--- config.mk ---
export PLATFORM = sky130hd
export DESIGN_NAME = puf_auth_ctrl
export DESIGN_NICKNAME = d
export VERILOG_FILES = /design/src/rtl/puf_auth_ctrl.sv
export SDC_FILE = /design/constraint.sdc
export NUM_CORES = 1
export LEC_CHECK = 0
export ABC_AREA = 1
export CORE_ASPECT_RATIO = 0.9
export CORE_MARGIN = 3
export CORE_UTILIZATION = 40
export CTS_BUF_LIST = sky130_fd_sc_hd__clkbuf_16
export DETAILED_ROUTE_END_ITERATION = 6
export PLACE_DENSITY = 0.73
export SLEW_MARGIN = 20
export SYNTH_ARGS = -nofsm -noshare
export SYNTH_HDL_FRONTEND = slang
export SYNTH_SLANG_ARGS = --single-unit
--- constraint.sdc ---
create_clock -name clk -period 3.87 [get_ports clk]
set_input_delay 0.5805 -clock clk [delete_from_list [all_inputs] [get_ports clk]]
set_output_delay 0.5805 -clock clk [all_outputs]
set_load 0.02 [all_outputs]
--- src/rtl/puf_auth_ctrl.sv ---
// puf_auth_ctrl
//
// Challenge-response authenticator that initiates a PUF transaction.
// On an accepted start the challenge and enrolled response are latched.
// The challenge is presented with puf_signal high for SETTLE_CYCLES cycles,
// and the PUF response is sampled on the edge that lowers puf_signal.
// The Hamming distance to the enrolled response is then accumulated
// CHUNK bits per cycle and compared against HD_THRESHOLD.
//
// Ports:
//   clk, rst_n     - clock (rising edge), asynchronous active-low reset
//   start          - request authentication (sampled only when idle)
//   challenge_in   - challenge, latched on accepted start
//   expected_in    - enrolled response, latched on accepted start
//   puf_signal     - PUF signal strobe
//   puf_challenge  - PUF challenge, held until the next accepted start
//   puf_response   - PUF response
//   busy           - high from the accepting edge until back in idle
//   done           - one-cycle pulse when pass/hamming_dist are valid
//   pass           - hamming_dist <= HD_THRESHOLD
//   hamming_dist   - final Hamming distance
module puf_auth_ctrl #(
    parameter int unsigned WIDTH         = 128,
    parameter int unsigned CHUNK         = 8,
    parameter int unsigned SETTLE_CYCLES = 4,
    parameter int unsigned HD_THRESHOLD  = 12
) (
    input  logic                       clk,
    input  logic                       rst_n,
    input  logic                       start,
    input  logic [WIDTH-1:0]           challenge_in,
    input  logic [WIDTH-1:0]           expected_in,
    output logic                       puf_signal,
    output logic [WIDTH-1:0]           puf_challenge,
    input  logic [WIDTH-1:0]           puf_response,
    output logic                       busy,
    output logic                       done,
    output logic                       pass,
    output logic [$clog2(WIDTH+1)-1:0] hamming_dist
);

    localparam int unsigned HDW    = $clog2(WIDTH + 1);
    localparam int unsigned NCHUNK = WIDTH / CHUNK;
    localparam int unsigned CW     = $clog2(SETTLE_CYCLES + 1);
    localparam int unsigned IW     = $clog2(NCHUNK + 1);

    typedef enum logic [1:0] {StIdle, StSettle, StCount, StDone} state_e;

    state_e           state_q, state_d;
    logic [WIDTH-1:0] chal_q, chal_d;
    logic [WIDTH-1:0] exp_q, exp_d;
    logic [WIDTH-1:0] diff_q, diff_d;
    logic [CW-1:0]    cnt_q, cnt_d;
    logic [IW-1:0]    idx_q, idx_d;
    logic [HDW-1:0]   acc_q, acc_d;
    logic             sig_q, sig_d;
    logic             busy_q, busy_d;
    logic             done_q, done_d;
    logic             pass_q, pass_d;
    logic [HDW-1:0]   hd_q, hd_d;
    logic [HDW-1:0]   sum;

    function automatic logic [HDW-1:0] popcnt(input logic [CHUNK-1:0] v);
        logic [HDW-1:0] c;
        c = '0;
        for (int i = 0; i < int'(CHUNK); i++) begin
            c = c + HDW'(v[i]);
        end
        return c;
    endfunction

    // diff is shifted right each COUNT cycle, so the current chunk is always the low CHUNK bits.
    assign sum = acc_q + popcnt(diff_q[CHUNK-1:0]);

    always_comb begin
        state_d = state_q;
        chal_d  = chal_q;
        exp_d   = exp_q;
        diff_d  = diff_q;
        cnt_d   = cnt_q;
        idx_d   = idx_q;
        acc_d   = acc_q;
        sig_d   = sig_q;
        busy_d  = busy_q;
        done_d  = done_q;
        pass_d  = pass_q;
        hd_d    = hd_q;
        case (state_q)
            StIdle: begin
                if (start) begin
                    chal_d  = challenge_in;
                    exp_d   = expected_in;
                    sig_d   = 1'b1;
                    busy_d  = 1'b1;
                    cnt_d   = '0;
                    pass_d  = 1'b0;
                    hd_d    = '0;
                    state_d = StSettle;
                end
            end
            StSettle: begin
                cnt_d = cnt_q + CW'(1);
                if (cnt_q == CW'(SETTLE_CYCLES - 1)) begin
                    diff_d  = puf_response ^ exp_q;
                    sig_d   = 1'b0;
                    idx_d   = '0;
                    acc_d   = '0;
                    state_d = StCount;
                end
            end
            StCount: begin
                acc_d  = sum;
                idx_d  = idx_q + IW'(1);
                diff_d = diff_q >> CHUNK;
                if (idx_q == IW'(NCHUNK - 1)) begin
                    hd_d    = sum;
                    pass_d  = (32'(sum) <= HD_THRESHOLD);
                    done_d  = 1'b1;
                    state_d = StDone;
                end
            end
            StDone: begin
                done_d  = 1'b0;
                busy_d  = 1'b0;
                state_d = StIdle;
            end
            default: state_d = StIdle;
        endcase
    end

    always_ff @(posedge clk or negedge rst_n) begin
        if (!rst_n) begin
            state_q <= StIdle;
            chal_q  <= '0;
            exp_q   <= '0;
            diff_q  <= '0;
            cnt_q   <= '0;
            idx_q   <= '0;
            acc_q   <= '0;
            sig_q   <= 1'b0;
            busy_q  <= 1'b0;
            done_q  <= 1'b0;
            pass_q  <= 1'b0;
            hd_q    <= '0;
        end else begin
            state_q <= state_d;
            chal_q  <= chal_d;
            exp_q   <= exp_d;
            diff_q  <= diff_d;
            cnt_q   <= cnt_d;
            idx_q   <= idx_d;
            acc_q   <= acc_d;
            sig_q   <= sig_d;
            busy_q  <= busy_d;
            done_q  <= done_d;
            pass_q  <= pass_d;
            hd_q    <= hd_d;
        end
    end

    assign puf_signal    = sig_q;
    assign puf_challenge = chal_q;
    assign busy          = busy_q;
    assign done          = done_q;
    assign pass          = pass_q;
    assign hamming_dist  = hd_q;

endmodule
### Word level (Yosys, flattened, before mapping)

Index checks and enable logic that the tools add are counted.

* flip-flop bits (word level): 414
* bits of input ports: 387
* word-level logic and storage cells: 70

* $add $sub $neg: 10
* $lt $le $gt $ge: 1
* equality and inequality tests: 8
* multiplexer cells: 24
* bitwise gates (word level): 1
* reduce and logical (&&, ||, !) cells: 14

Operator list (count)
* one-hot mux 128 bit (2 select lines): 1
* 2-to-1 mux 128 bit: 1
* XOR 128 bit: 1
* one-hot mux 8 bit (2 select lines): 2
* 2-to-1 mux 8 bit: 3
* one-hot mux 5 bit (2 select lines): 1
* AND reduction 2 bit: 5
* nonzero test 2 bit: 5
* AND reduction 3 bit: 3
* adder 7 x 1 -> 8 bit: 1
* adder 8 bit: 1
* less-or-equal comparator 8 x 4 -> 1 bit (second input constant): 1
* one-hot mux 1 bit (2 select lines): 4
* one-hot mux 2 bit (4 select lines): 1
* adder 6 x 1 -> 7 bit: 1
* adder 5 x 1 -> 6 bit: 1
* 2-to-1 mux 2 bit: 3
* inequality test 2 bit (second input constant): 3
* one-hot mux 3 bit (2 select lines): 1
* adder 4 x 1 -> 5 bit: 1
* adder 5 x 1 -> 5 bit (second input constant): 1
* equality test 5 x 4 -> 1 bit (second input constant): 1
* 2-to-1 mux 1 bit: 5
* 2-to-1 mux 5 bit: 1
* other kinds (9): 10

### Depth between registers and ports, before layout

* word-level depth: 11
* mapped depth: 15
* gate-level depth less buffers: 15

### Worst setup path before layout

Ideal clock, no wire load.

* path kind: register -> register
* start point: reg diff_q[0]
* end point: reg pass_q (netlist: pass)
* library setup time: 0.065 ns
* data arrival time: 3.271 ns
* data required time: 3.805 ns
* slack: 0.534 ns
* cell stages (with the launch flop): 15
* buffers on the path: 0
* cell sequence: dfrtp_1 > fa_1 > inv_1 > fa_1 > fa_1 > fa_1 > fa_1 > nand3b_1 > nand2_1 > nand2_1 > nand2_1 > nand2_1 > nor2_1 > nand3_1 > nand2_1

* word-level cells in the longest chain between the ends: 11

RTL lines
* start: declaration: RTL line 52 `logic [WIDTH-1:0] diff_q, diff_d;`
* start signal: assignment: RTL line 149 `diff_q <= diff_d;`
* adder 1 x 1 -> 2 bit: RTL line 67 `c = c + HDW'(v[i]);`
* adder 2 x 1 -> 3 bit: RTL line 67
* adder 3 x 1 -> 4 bit: RTL line 67
* adder 4 x 1 -> 5 bit: RTL line 67
* adder 5 x 1 -> 6 bit: RTL line 67
* adder 6 x 1 -> 7 bit: RTL line 67
* adder 7 x 1 -> 8 bit: RTL line 67
* adder 8 bit: RTL line 73 `assign sum = acc_q + popcnt(diff_q[CHUNK-1:0]);`
* less-or-equal comparator 8 x 4 -> 1 bit: RTL line 117 `pass_d = (32'(sum) <= HD_THRESHOLD);`
* 2-to-1 mux 1 bit: RTL line 115 `if (idx_q == IW'(NCHUNK - 1)) begin`
* one-hot mux 1 bit (2 select lines): RTL line 88 `case (state_q)`
* end signal: assignment: RTL line 156 `pass_q <= pass_d;`
* end: declaration: RTL line 59 `logic pass_q, pass_d;`

No other way between the ends. The select of a mux whose other input is x is not followed.
A chain may end at the register's enable or synchronous reset.

### Worst setup path after layout

* start point: reg diff_q[0]
* end point: reg hd_q[6] (netlist: hamming_dist[6])

* word-level cells in the longest chain between the ends: 10

RTL lines
* adder 1 x 1 -> 2 bit: RTL line 67
* adder 2 x 1 -> 3 bit: RTL line 67
* adder 3 x 1 -> 4 bit: RTL line 67
* adder 4 x 1 -> 5 bit: RTL line 67
* adder 5 x 1 -> 6 bit: RTL line 67
* adder 6 x 1 -> 7 bit: RTL line 67
* adder 7 x 1 -> 8 bit: RTL line 67
* adder 8 bit: RTL line 73
* 2-to-1 mux 8 bit: RTL line 115
* one-hot mux 8 bit (2 select lines): RTL line 88
* end signal: assignment: RTL line 144 `hd_q <= '0;`
* end signal: assignment: RTL line 157 `hd_q <= hd_d;`
* end: declaration: RTL line 60 `logic [HDW-1:0] hd_q, hd_d;`

No other way between the ends. The select of a mux whose other input is x is not followed.

==> flow_metrics.env <==
export IMPL_status="finished, final reports clean"
export IMPL_synth_flop_cell="dfrtp_1"
export IMPL_cellLeakagePower_uw=0.0120
export IMPL_critPathKind="flop to flop"
export IMPL_worst_path_largest_cell_delay_ps=540
export IMPL_r2r_cells=12
export IMPL_synth_top_cells_by_count="nand2_1 (946), dfrtp_1 (414), xnor2_1 (129)"
export IMPL_die_area_mm2=0.0476
export IMPL_use_met3_pct=3.64
export IMPL_vias=15300
export IMPL_crit_top_cell="fa_1"
export IMPL_cts_tree="done"
export IMPL_syn_area_mm2=0.0180
export IMPL_detailed_place_hpwl_um=36800
export IMPL_ioPinCount=527
export IMPL_wirelength_um=51600
export IMPL_crit_arrival_ps=3960
export IMPL_end_kind="flop"
export IMPL_finalWorstSetupSlack_ps=371
export IMPL_grtUsageMet1_pct=28.7
export IMPL_worst_r2r_setup_slack_ps=370
export IMPL_cts_resized=0
export IMPL_die_height_um=207
export IMPL_powerDensity_mw_per_mm2=829
export IMPL_seqCellArea_mm2=0.0104
export IMPL_postSynth_asyncResetShare_pct=100
export IMPL_period_share_pct=90.4
export IMPL_grt_pass1_vias=15600
export IMPL_vias_per_cell=4.77
export IMPL_synth_area_leaders="dfrtp_1 (58%), nand2_1 (20%), xnor2_1 (6.3%)"
export IMPL_h_tree_depth=2
export IMPL_antenna_found_initial=5
export IMPL_path_cells="fa_1, inv_1, fa_1, fa_1, fa_1, fa_1, nand3b_1, nand2_1, nand3_1, nand2_1, inv_1, o21ai_0"
export IMPL_setup_viol=0
export IMPL_port_buffers=526
export IMPL_die_width_um=230
export IMPL_required_ps=4340
export IMPL_clock_latency_ps=560
export IMPL_n_fill_cell=3929
export IMPL_critPathLaunchType="flop"
export IMPL_drt_iter0_markers=1249
export IMPL_drt_wirelength_per_cell_um=16.1
export IMPL_multi_input_area_mm2=0.00701
export IMPL_synth_top_cell_by_area="dfrtp_1"
export IMPL_syn2layout_area_growth_pct=40.2
export IMPL_synth_nets=2496
export IMPL_initial_core_util_pct=40.7
export IMPL_post_cts_setup_buffers=0
export IMPL_avgSynthCellArea_um2=8.62
export IMPL_max_freq_mhz=286
export IMPL_cts_buffers=45
export IMPL_grt_pass1_wl_um=83200
export IMPL_finClkSkew_ps=12.4
export IMPL_synth_top_area_share_pct=57.5
export IMPL_rows=73
export IMPL_first_pass_iters=5
export IMPL_crit_fanout=3
export IMPL_clockBufferDepth=3
export IMPL_core_area_mm2=0.0443
export IMPL_timing_slew_headroom_pct=38.9
export IMPL_clk_pin_slew_worst_paths_ps=60
export IMPL_synth_seq_cells=414
export IMPL_nets=2979
export IMPL_grt_overflow=0
export IMPL_grt_usage_pct=21.5
export IMPL_maxCapViolCount=0
export IMPL_setup_tns_ps=0
export IMPL_synth_distinct_cells=27
export IMPL_yosysSeqAreaShare_pct=57.5
export IMPL_peakVddDrop_mv=0.523
export IMPL_syn_inst=2090
export IMPL_hp_class="input port to async pin"
export IMPL_dp_slack_ps=351
export IMPL_critPathSlowestCell="fa_1"
export IMPL_yosys_warnings=0
export IMPL_root_buffer="clkbuf_16"
export IMPL_drc=0
export IMPL_drive_gt1_share_pct=3.42
export IMPL_cts_hold_buf=0
export IMPL_grt_max_degree=259
export IMPL_top_usage_layer="met2"
export IMPL_place_gp_congestion=0.855
export IMPL_r2r_end="hamming_dist[6]$_DFFE_PN0P_"
export IMPL_tightest_slew_ps=916
export IMPL_hold_viol_final=0
export IMPL_synth_enable_flop_cells=0
export IMPL_synth_most_common_cell="nand2_1"
export IMPL_slew_viol_final=0
export IMPL_r2r_start="diff_q[0]$_DFFE_PN0P_"
export IMPL_rsz0062_at_grt="false"
export IMPL_cts_sinks=414
export IMPL_grt_use_met2_pct=36.1
export IMPL_drtAntennaViolNets=0
export IMPL_fin_crit_ps=3500
## placed cells by master, fill, tap and decap left out, types with 2 or more instances in the layout
| cell | netlist | layout |
|---|---|---|
| nor2_1 | 127 | 127 |
| dfrtp_1 | 414 | 414 |
| o211ai_1 | 5 | 5 |
| inv_2 | 2 | 2 |
| xnor2_1 | 129 | 129 |
| buf_12 | 0 | 9 |
| clkinv_2 | 0 | 9 |
| bufinv_16 | 0 | 3 |
| nor3_1 | 2 | 2 |
| clkinv_1 | 3 | 12 |
| o22ai_1 | 8 | 8 |
| o21ai_0 | 122 | 122 |
| ha_1 | 14 | 13 |
| inv_1 | 37 | 45 |
| nand3_1 | 10 | 10 |
| diode_2 | 0 | 5 |
| nand2_1 | 946 | 945 |
| a21oi_1 | 123 | 123 |
| buf_4 | 1 | 11 |
| o21ai_1 | 25 | 25 |
| fa_1 | 5 | 5 |
| clkdlybuf4s50_1 | 0 | 525 |
| nand4_1 | 2 | 2 |
| clkbuf_16 | 0 | 47 |
## worst max-delay path, delay by kind of cell, from the launching register on
kind,cells,cell delay (ps)
AOI/OAI and AO/OA,1,160
buffers and inverters,2,110
and+or+nand+nor,4,470
adders and majority gates,5,2280
DFF,1,400
## per-stage QoR
| stage | hold slack, ps | cell area [µm²] | power, µW | std cells | util, % |
|---|---|---|---|---|---|
| after floorplan | 285 | 18000 | 13500 | 2090 | - |
| after global placement | 459 | 23800 | 16600 | 3125 | 53.8 |
| after detailed placement | 464 | 23800 | 16900 | 3125 | 53.8 |
| after CTS | 109 | 25200 | 21200 | 3203 | 56.9 |
| after global routing | 149 | 25200 | 22700 | 3209 | 57.0 |
| final | 90.1 | 25200 | 20900 | 3209 | 57.0 |
## routing by layer
metal	part of all wire [%]	wire (µm)
met1	43	22200
met2	50	25700
met3	5.0	2580
met4	2.3	1180
met5	0	0
## logic make-up after synthesis
kind of cell             share of synthesized area (%)
flip-flops                                        57.5
adder cells (fa/ha/maj)                           1.53
XOR/XNOR                                          6.27
AND/OR/NAND/NOR                                   22.9
buffers and inverters                             3.72
AO/OA/AOI/OAI                                     8.09
## worst max path at each step
stage | cells after the start | endpoint | slack, ps | start
after floorplan | 14 | pass$_DFFE_PN0P_ | 530 | diff_q[0]$_DFFE_PN0P_
after global placement | 14 | pass$_DFFE_PN0P_ | 390 | diff_q[0]$_DFFE_PN0P_
after detailed placement | 12 | hamming_dist[6]$_DFFE_PN0P_ | 350 | diff_q[0]$_DFFE_PN0P_
after CTS | 12 | hamming_dist[6]$_DFFE_PN0P_ | 350 | diff_q[0]$_DFFE_PN0P_
after global routing | 11 | hamming_dist[4]$_DFFE_PN0P_ | 160 | diff_q[0]$_DFFE_PN0P_
final | 12 | hamming_dist[6]$_DFFE_PN0P_ | 370 | diff_q[0]$_DFFE_PN0P_
## sequential cells by signal (all words and copies together), names as in the netlist
signal,count
cnt_q,3
pass,1
done,1
hamming_dist,8
diff_q,128
busy,1
puf_signal,1
acc_q,8
idx_q,5
exp_q,128
state_q,2
puf_challenge,128
## layout make-up
class	count	share of cell area [%]
sequential	414	41.0
multi-input combinational	1523	27.8
timing repair buffer	547	22.0
clock buffer	47	4.66
tap	600	2.97
clock inverter	31	0.838
inverter	42	0.654
antenna	5	0.0496
## report_power, final
| group | switching, µW | total (µW) | internal, µW |
|---|---|---|---|
| clock network | 1710 | 4090 | 2380 |
| logic | 5300 | 9200 | 3890 |
| registers | 1280 | 7650 | 6380 |
Note: power is estimated with default switching activity, not from simulation.
